### src/rtl/muldiv_seq_if.sv
// muldiv_seq_if
// Purpose: bundles the E-stage handshake and result signals of the sequential
//          multiply/divide unit so the pipeline and the unit connect through
//          one port.
// Signals:
//   startE  - E-stage instruction is MULT/MULTU/DIV/DIVU
//   mdopE   - 00 MULT, 01 MULTU, 10 DIV, 11 DIVU
//   srcaE   - rs operand (multiplicand / dividend)
//   srcbE   - rt operand (multiplier / divisor)
//   flushE  - E-stage flush, cancels an in-flight operation
//   stallE  - holds F/D/E while the operation is unfinished
//   busy    - unit is not idle
//   hilo_we - one-cycle HI/LO write strobe
//   hi_o    - product[63:32] or remainder
//   lo_o    - product[31:0] or quotient
// Modports: master drives the request side (pipeline), slave is the unit.
interface muldiv_seq_if;
  logic        startE;
  logic [1:0]  mdopE;
  logic [31:0] srcaE;
  logic [31:0] srcbE;
  logic        flushE;
  logic        stallE;
  logic        busy;
  logic        hilo_we;
  logic [31:0] hi_o;
  logic [31:0] lo_o;

  modport master (
    output startE, mdopE, srcaE, srcbE, flushE,
    input  stallE, busy, hilo_we, hi_o, lo_o
  );

  modport slave (
    input  startE, mdopE, srcaE, srcbE, flushE,
    output stallE, busy, hilo_we, hi_o, lo_o
  );
endinterface

### src/rtl/muldiv_seq.sv
// muldiv_seq
// Purpose: multi-cycle MIPS-style HI/LO unit. MULT/MULTU finish in one
//          working cycle; DIV/DIVU run a 32-step restoring divide on operand
//          magnitudes, one quotient bit per cycle, then fix up signs.
// Ports:
//   clk - clock, all state updates on the rising edge
//   rst - asynchronous active-high reset
//   bus - muldiv_seq_if.slave (request, stall, busy, HI/LO result + strobe)
module muldiv_seq (
  input  logic          clk,
  input  logic          rst,
  muldiv_seq_if.slave   bus
);

  typedef enum logic [1:0] {IDLE, MUL, DIV, DONE} state_t;

  state_t      r_state;
  logic        r_signed;
  logic [31:0] r_a;
  logic [31:0] r_b;
  logic [31:0] r_quo;
  logic [31:0] r_rem;
  logic [5:0]  r_cnt;
  logic        r_we;
  logic [31:0] r_hi;
  logic [31:0] r_lo;

  logic        w_accept;
  logic [31:0] w_aMag;
  logic [31:0] w_bMag;
  logic [63:0] w_aExt;
  logic [63:0] w_bExt;
  logic [63:0] w_prod;
  logic [32:0] w_shift;
  logic        w_ge;
  logic [31:0] w_diff;
  logic [31:0] w_remNext;
  logic [31:0] w_quoNext;
  logic        w_negQ;
  logic        w_negR;
  logic [31:0] w_quoFinal;
  logic [31:0] w_remFinal;

  // A flush in the same cycle wins over a start, so nothing is accepted.
  assign w_accept = (r_state == IDLE) & bus.startE & ~bus.flushE;

  // The dividend magnitude is taken straight from the inputs so the
  // quotient shift register can be loaded on acceptance.
  assign w_aMag = (~bus.mdopE[0] & bus.srcaE[31]) ? -bus.srcaE : bus.srcaE;
  assign w_bMag = (r_signed & r_b[31]) ? -r_b : r_b;

  // Sign- or zero-extending both operands to 64 bits lets one multiplier
  // serve MULT and MULTU; the low 64 bits of the product are exact.
  assign w_aExt = {(r_signed ? {32{r_a[31]}} : 32'd0), r_a};
  assign w_bExt = {(r_signed ? {32{r_b[31]}} : 32'd0), r_b};
  assign w_prod = w_aExt * w_bExt;

  // One restoring step: the partial remainder is always below the divisor,
  // so after shifting in the next dividend bit it needs 33 bits, and a
  // successful subtraction always fits back into 32.
  assign w_shift   = {r_rem, r_quo[31]};
  assign w_ge      = (w_shift >= {1'b0, w_bMag});
  assign w_diff    = w_shift[31:0] - w_bMag;
  assign w_remNext = w_ge ? w_diff : w_shift[31:0];
  assign w_quoNext = {r_quo[30:0], w_ge};

  // Quotient is negative when the signs differ; remainder follows the
  // dividend. 0x80000000 / -1 wraps back to 0x80000000 naturally.
  assign w_negQ     = r_signed & (r_a[31] ^ r_b[31]);
  assign w_negR     = r_signed & r_a[31];
  assign w_quoFinal = w_negQ ? -w_quoNext : w_quoNext;
  assign w_remFinal = w_negR ? -w_remNext : w_remNext;

  // Single state machine: accepts the operation, works through MUL or the
  // divide iterations, commits HI/LO only on the transition into DONE.
  always_ff @(posedge clk or posedge rst) begin
    if (rst) begin
      r_state  <= IDLE;
      r_signed <= 1'b0;
      r_a      <= 32'd0;
      r_b      <= 32'd0;
      r_quo    <= 32'd0;
      r_rem    <= 32'd0;
      r_cnt    <= 6'd0;
      r_we     <= 1'b0;
      r_hi     <= 32'd0;
      r_lo     <= 32'd0;
    end else begin
      r_we <= 1'b0;
      case (r_state)
        IDLE: begin
          if (w_accept) begin
            r_signed <= ~bus.mdopE[0];
            r_a      <= bus.srcaE;
            r_b      <= bus.srcbE;
            r_quo    <= w_aMag;
            r_rem    <= 32'd0;
            r_cnt    <= 6'd0;
            r_state  <= bus.mdopE[1] ? DIV : MUL;
          end
        end
        MUL: begin
          if (bus.flushE) begin
            r_state <= IDLE;
          end else begin
            r_hi    <= w_prod[63:32];
            r_lo    <= w_prod[31:0];
            r_we    <= 1'b1;
            r_state <= DONE;
          end
        end
        DIV: begin
          if (bus.flushE) begin
            r_state <= IDLE;
          end else if ((r_cnt == 6'd0) && (r_b == 32'd0)) begin
            r_hi    <= r_a;
            r_lo    <= 32'hFFFF_FFFF;
            r_we    <= 1'b1;
            r_state <= DONE;
          end else if (r_cnt == 6'd31) begin
            r_hi    <= w_remFinal;
            r_lo    <= w_quoFinal;
            r_we    <= 1'b1;
            r_cnt   <= 6'd0;
            r_state <= DONE;
          end else begin
            r_quo <= w_quoNext;
            r_rem <= w_remNext;
            r_cnt <= r_cnt + 6'd1;
          end
        end
        DONE: begin
          r_state <= IDLE;
        end
        default: begin
          r_state <= IDLE;
        end
      endcase
    end
  end

  // The strobe is gated by flush so a flushed DONE cycle never writes HI/LO.
  assign bus.stallE  = w_accept | (r_state == MUL) | (r_state == DIV);
  assign bus.busy    = (r_state != IDLE);
  assign bus.hilo_we = r_we & ~bus.flushE;
  assign bus.hi_o    = r_hi;
  assign bus.lo_o    = r_lo;

endmodule
### src/flat_wrapper.sv
// flat-port wrapper written by rule: the top's interface ports become plain ports
module muldiv_seq_flat 
  (clk, rst, bus_startE, bus_mdopE, bus_srcaE, bus_srcbE, bus_flushE, bus_stallE, bus_busy, bus_hilo_we, bus_hi_o, bus_lo_o);
  muldiv_seq_if bus_i ();
  input  logic clk;
  input  logic rst;
  input wire logic [$bits(bus_i.startE)-1:0] bus_startE;
  input wire logic [$bits(bus_i.mdopE)-1:0] bus_mdopE;
  input wire logic [$bits(bus_i.srcaE)-1:0] bus_srcaE;
  input wire logic [$bits(bus_i.srcbE)-1:0] bus_srcbE;
  input wire logic [$bits(bus_i.flushE)-1:0] bus_flushE;
  output wire logic [$bits(bus_i.stallE)-1:0] bus_stallE;
  output wire logic [$bits(bus_i.busy)-1:0] bus_busy;
  output wire logic [$bits(bus_i.hilo_we)-1:0] bus_hilo_we;
  output wire logic [$bits(bus_i.hi_o)-1:0] bus_hi_o;
  output wire logic [$bits(bus_i.lo_o)-1:0] bus_lo_o;
  assign bus_i.startE = bus_startE;
  assign bus_i.mdopE = bus_mdopE;
  assign bus_i.srcaE = bus_srcaE;
  assign bus_i.srcbE = bus_srcbE;
  assign bus_i.flushE = bus_flushE;
  assign bus_stallE = bus_i.stallE;
  assign bus_busy = bus_i.busy;
  assign bus_hilo_we = bus_i.hilo_we;
  assign bus_hi_o = bus_i.hi_o;
  assign bus_lo_o = bus_i.lo_o;
  muldiv_seq u_core (.clk(clk), .rst(rst), .bus(bus_i));
endmodule
### config.mk
export PLATFORM = sky130hd
export DESIGN_NAME = muldiv_seq_flat
export DESIGN_NICKNAME = d
export VERILOG_FILES = /design/src/rtl/muldiv_seq_if.sv /design/src/rtl/muldiv_seq.sv /design/src/flat_wrapper.sv
export SDC_FILE = /design/constraint.sdc
export NUM_CORES = 2
export LEC_CHECK = 0
export ABC_AREA = 1
export ABC_CLOCK_PERIOD_IN_PS = 21800
export BUFFER_PORTS_ARGS = -buffer_cell sky130_fd_sc_hd__buf_4
export CORE_MARGIN = 3
export CORE_UTILIZATION = 38
export DETAILED_ROUTE_END_ITERATION = 12
export GPL_ROUTABILITY_DRIVEN = 1
export GPL_TIMING_DRIVEN = 0
export PLACE_DENSITY_LB_ADDON = 0.25
export SKIP_LAST_GASP = 1
export SYNTH_ARGS = -nofsm -noshare
export SYNTH_HDL_FRONTEND = slang
export SYNTH_SLANG_ARGS = --single-unit
export TNS_END_PERCENT = 30
### constraint.sdc
create_clock -name clk -period 21.8 [get_ports clk]
set_clock_uncertainty 0.2 [all_clocks]
set_input_delay 2.18 -clock clk [delete_from_list [all_inputs] [get_ports clk]]
set_output_delay 2.18 -clock clk [all_outputs]
set_load 0.005 [all_outputs]
==> reports/results.md <==
| Result | This run |
| --- | --- |
| Outcome | finished, violations left |
| Violations in the final reports | capacitance limit, slew limit |
| Hold path depth | 2 |
| Overall die width | 417 µm |
| Core area | 167000 µm² |
| Prevailing post-synth register cell | sky130_fd_sc_hd__dfrtp_1 |
| Worst Hold Endpoint | u_core.bus.lo_o[3] |
| Top Ports | 137 |
| Drt total wl | 295000 µm |
| Adder-Cell Fraction of Synth Area | 0.512 |
| CTS sink count | 202 |
| Synth warnings | 0 |
| WL/cell | 27.8 µm |
| RSZ-0062 raised after global routing | false |
| Most Frequent Cell on Critical Path | sky130_fd_sc_hd__fa_1 |
| Netlist area before placement | 64100 µm² |
| Max frequency | 71.5 MHz |
| Yosys top cell by area | sky130_fd_sc_hd__fa_1 |
| Cell variety after synth | 58 |
| Busiest layer in global routing | met2 |
| Setup violation total in the final timing report | 0 |
| Cells on worst reg2reg path | 32 |
| Max_cap viols | 7 |
| Actual slew at the worst max-slew pin | 1.60 ns |
| Sort of element at the start of the critical path | flop |
| RR Endpoint | u_core.bus.hi_o[30] |
| Routability congestion estimate | 1.05 |
| TritonCTS clock tree | done |
| Post-Syn Nets | 10075 |
| Relative slew slack | -0.0675 |
| Sum of negative setup slack | 0 ns |
| Reg-to-reg critical path startpoint | u_core.r_b[31] |
| Cts hold-fix bufs | 0 |
| Pin count of the biggest net entering global routing | 120 |
| Worst hold-check path type | reg2reg |
| Post-synth EDFFs | 0 |
| Post-CTS clock slew at the launch and capture registers of the worst setup and hold paths | 0.07 ns |
| Overall die area | 174000 µm² |
| Antenna violations before repair | 11 |
| Share of the yosys chip area belonging to registers | 0.0788 |
| Total number of H-tree levels | 1 |
| Share of post-route cells with drive strength above 1 | 0.0380 |
| Estimated wirelength of the detail-placed design | 250000 µm |
| Multiplexer share of the synthesized area | 0 |
| Most instantiated cells after synthesis | 2532 x sky130_fd_sc_hd__inv_1, 1801 x sky130_fd_sc_hd__nand2_1, 1420 x sky130_fd_sc_hd__fa_1 |
| Clock Tree Buf Depth | 3 |
| Insertion delay of the later-clocked pin in the worst-skew pair | 0.57 ns |
| CP Capture Type | flop |
| Combinational family with the most area after synthesis | adder cells |
| Detailed-router iteration count before antenna repair | 6 |
| Vias in the first global route | 58395 |
| Maximum single-stage delay on the critical path | 1.16 ns |
| Worst hold start | u_core.bus.lo_o[3] |
| Number of buffers added for setup after CTS | 0 |
| Vert. Die Dim | 417 µm |
| Area delta synth->final | 7.39% |
| Largest delay share family, worst path | adder cells |
| # DRC | 0 |
| Met3 Usage GRT | 0.0766 |
| Area fraction in compound gates after synthesis | 0.0539 |
| Synth Register Bits | 202 |
| Syn avg cell area | 7.79 µm² |
| Arrival time at the worst endpoint | 14.23 ns |
| Count of nets after finishing | 10243 |
| Kind of critical path | reg2reg |
| Number of cell rows | 150 |
| Share of the synthesized area in the top cell type | 0.443 |
| Port buffer count | 136 |
| Overflow left after global routing | 0 |
| Final Hold Viols | 0 |
| Via count normalized by instance count | 5.26 |
| Wire length of the first global-routing pass | 420000 µm |
| Fin crit period | 13.99 ns |
| Met2 track demand over resource in global routing | 0.524 |
| Cells after Synth | 8234 |
| Async S/R FF share, synth | 1.00 |
| Cell at the slowest stage of the critical path | sky130_fd_sc_hd__clkbuf_1 |
| Number of buffers created by CTS | 25 |
| Post-route clock period utilization | 0.642 |
| Antenna-violating nets left | 0 |
| Most used standard cell by instance count after synthesis | sky130_fd_sc_hd__inv_1 |
| Root Driver | sky130_fd_sc_hd__clkbuf_16 |
| Routed via count | 55925 |
| Resized Gates After CTS | 0 |
| Data required time at the worst endpoint | 22.04 ns |
| 1st-iter DRT viols | 5826 |
| Aggregate global-route resource usage | 0.341 |
| Simple-gate portion of the synthesized area | 0.165 |
| Leading post-synthesis cells by cell area | sky130_fd_sc_hd__fa_1 44%, sky130_fd_sc_hd__inv_1 15%, sky130_fd_sc_hd__nand2_1 11% |
| GR met1 Demand/Resource | 0.433 |
| Critical Path Fanout Max | 10 |
| Final Max Slew Viols | 54 |
| R2R setup slack | 7.81 ns |
| Starting utilization of the core area | 0.383 |
| CP Buf/Inv Count | 11 |
| Xor and xnor fraction of the mapped netlist area | 0.0202 |
-- area by class of cell --
type | count | area (µm²)
Tap cell | 2204 | 2760
Sequential cell | 202 | 5050
Clock inverter | 12 | 119
Clock buffer | 33 | 706
Inverter | 2545 | 9560
Timing Repair Buffer | 141 | 1130
Buffer | 345 | 1400
Antenna cell | 4 | 10.0
Multi-Input combinational cell | 5142 | 48100
Fill cell | 17669 | 98500
-- through the flow --
stage           util  setup WS, ns  hold slack [ns]  cell area [µm²]  cells
4_1_cts        0.411          8.34            0.285            68900  10624
2_1_floorplan      -         12.41            0.273            64100   8234
5_1_grt        0.411          8.02            0.316            68900  10624
3_5_place_dp   0.406          8.40            0.268            68000  10579
3_3_place_gp   0.406          8.25            0.272            67900  10574
6_report       0.411          7.81            0.287            68900  10628
-- kinds of logic after synthesis --
kind of cell,Yosys count
buffers and inverters,2890
AND/OR/NAND/NOR,2600
adder cells (fa/ha/maj),1771
AO/OA/AOI/OAI,623
flip-flops,202
XOR/XNOR,148
-- routing by layer --
layer	vias to the layer above	routed length [µm]
met3	794	28600
met2	3041	128000
met4	2	25200
li1	23791	-
met1	28297	113000
met5	-	17
-- placed cells by master (no fill, tap or decap), types with 10 or more instances in the layout --
cell	n
sky130_fd_sc_hd__o21ai_0	260
sky130_fd_sc_hd__or2_2	39
sky130_fd_sc_hd__a21oi_1	202
sky130_fd_sc_hd__buf_2	25
sky130_fd_sc_hd__buf_4	141
sky130_fd_sc_hd__clkbuf_1	250
sky130_fd_sc_hd__nor2_2	12
sky130_fd_sc_hd__a21o_1	13
sky130_fd_sc_hd__nor4_1	17
sky130_fd_sc_hd__o211ai_1	27
sky130_fd_sc_hd__nand3_1	205
sky130_fd_sc_hd__nand4_1	45
sky130_fd_sc_hd__inv_1	2531
sky130_fd_sc_hd__nand2_1	1800
sky130_fd_sc_hd__nand2_2	19
sky130_fd_sc_hd__a31oi_1	31
sky130_fd_sc_hd__nand3b_1	10
sky130_fd_sc_hd__o22ai_1	34
sky130_fd_sc_hd__fa_1	1420
sky130_fd_sc_hd__dfrtp_1	202
sky130_fd_sc_hd__xor2_1	100
sky130_fd_sc_hd__ha_1	351
sky130_fd_sc_hd__xnor2_1	48
sky130_fd_sc_hd__nor2_1	401
sky130_fd_sc_hd__clkbuf_16	25
sky130_fd_sc_hd__buf_1	57
sky130_fd_sc_hd__nor3_1	29
-- sequential cells by signal, summed over array words and instances (netlist names) --
signal and count:
u_core.r_a 32, u_core.bus.lo_o 32, u_core.r_quo 32, u_core.r_state 2, u_core.r_we 1, u_core.r_cnt 6, u_core.bus.hi_o 32, u_core.r_rem 32
u_core.r_signed 1, u_core.r_b 32
-- tightest hold or removal path: cells and delay by family (launching register included) --
kind             cells  cell delay [ns]
DFF                  1             0.34
and+or+nand+nor      2             0.11
-- how the worst max path moves through the flow --
stage	start	to	slack [ns]	cells past startpoint
6_report	u_core.r_b[31]	u_core.bus.hi_o[30]	7.81	32
5_1_grt	u_core.r_b[31]	u_core.bus.hi_o[30]	8.02	32
4_1_cts	u_core.r_b[31]	u_core.bus.hi_o[30]	8.34	32
3_5_place_dp	u_core.r_b[31]	u_core.bus.hi_o[30]	8.40	32
3_3_place_gp	u_core.r_b[31]	u_core.bus.hi_o[30]	8.25	32
2_1_floorplan	u_core.r_a[31]	u_core.bus.hi_o[31]	12.41	39
Power is left out: the tool's default activity adds up to more than one toggle a clock period on the data nets, which glitch-free logic cannot reach.
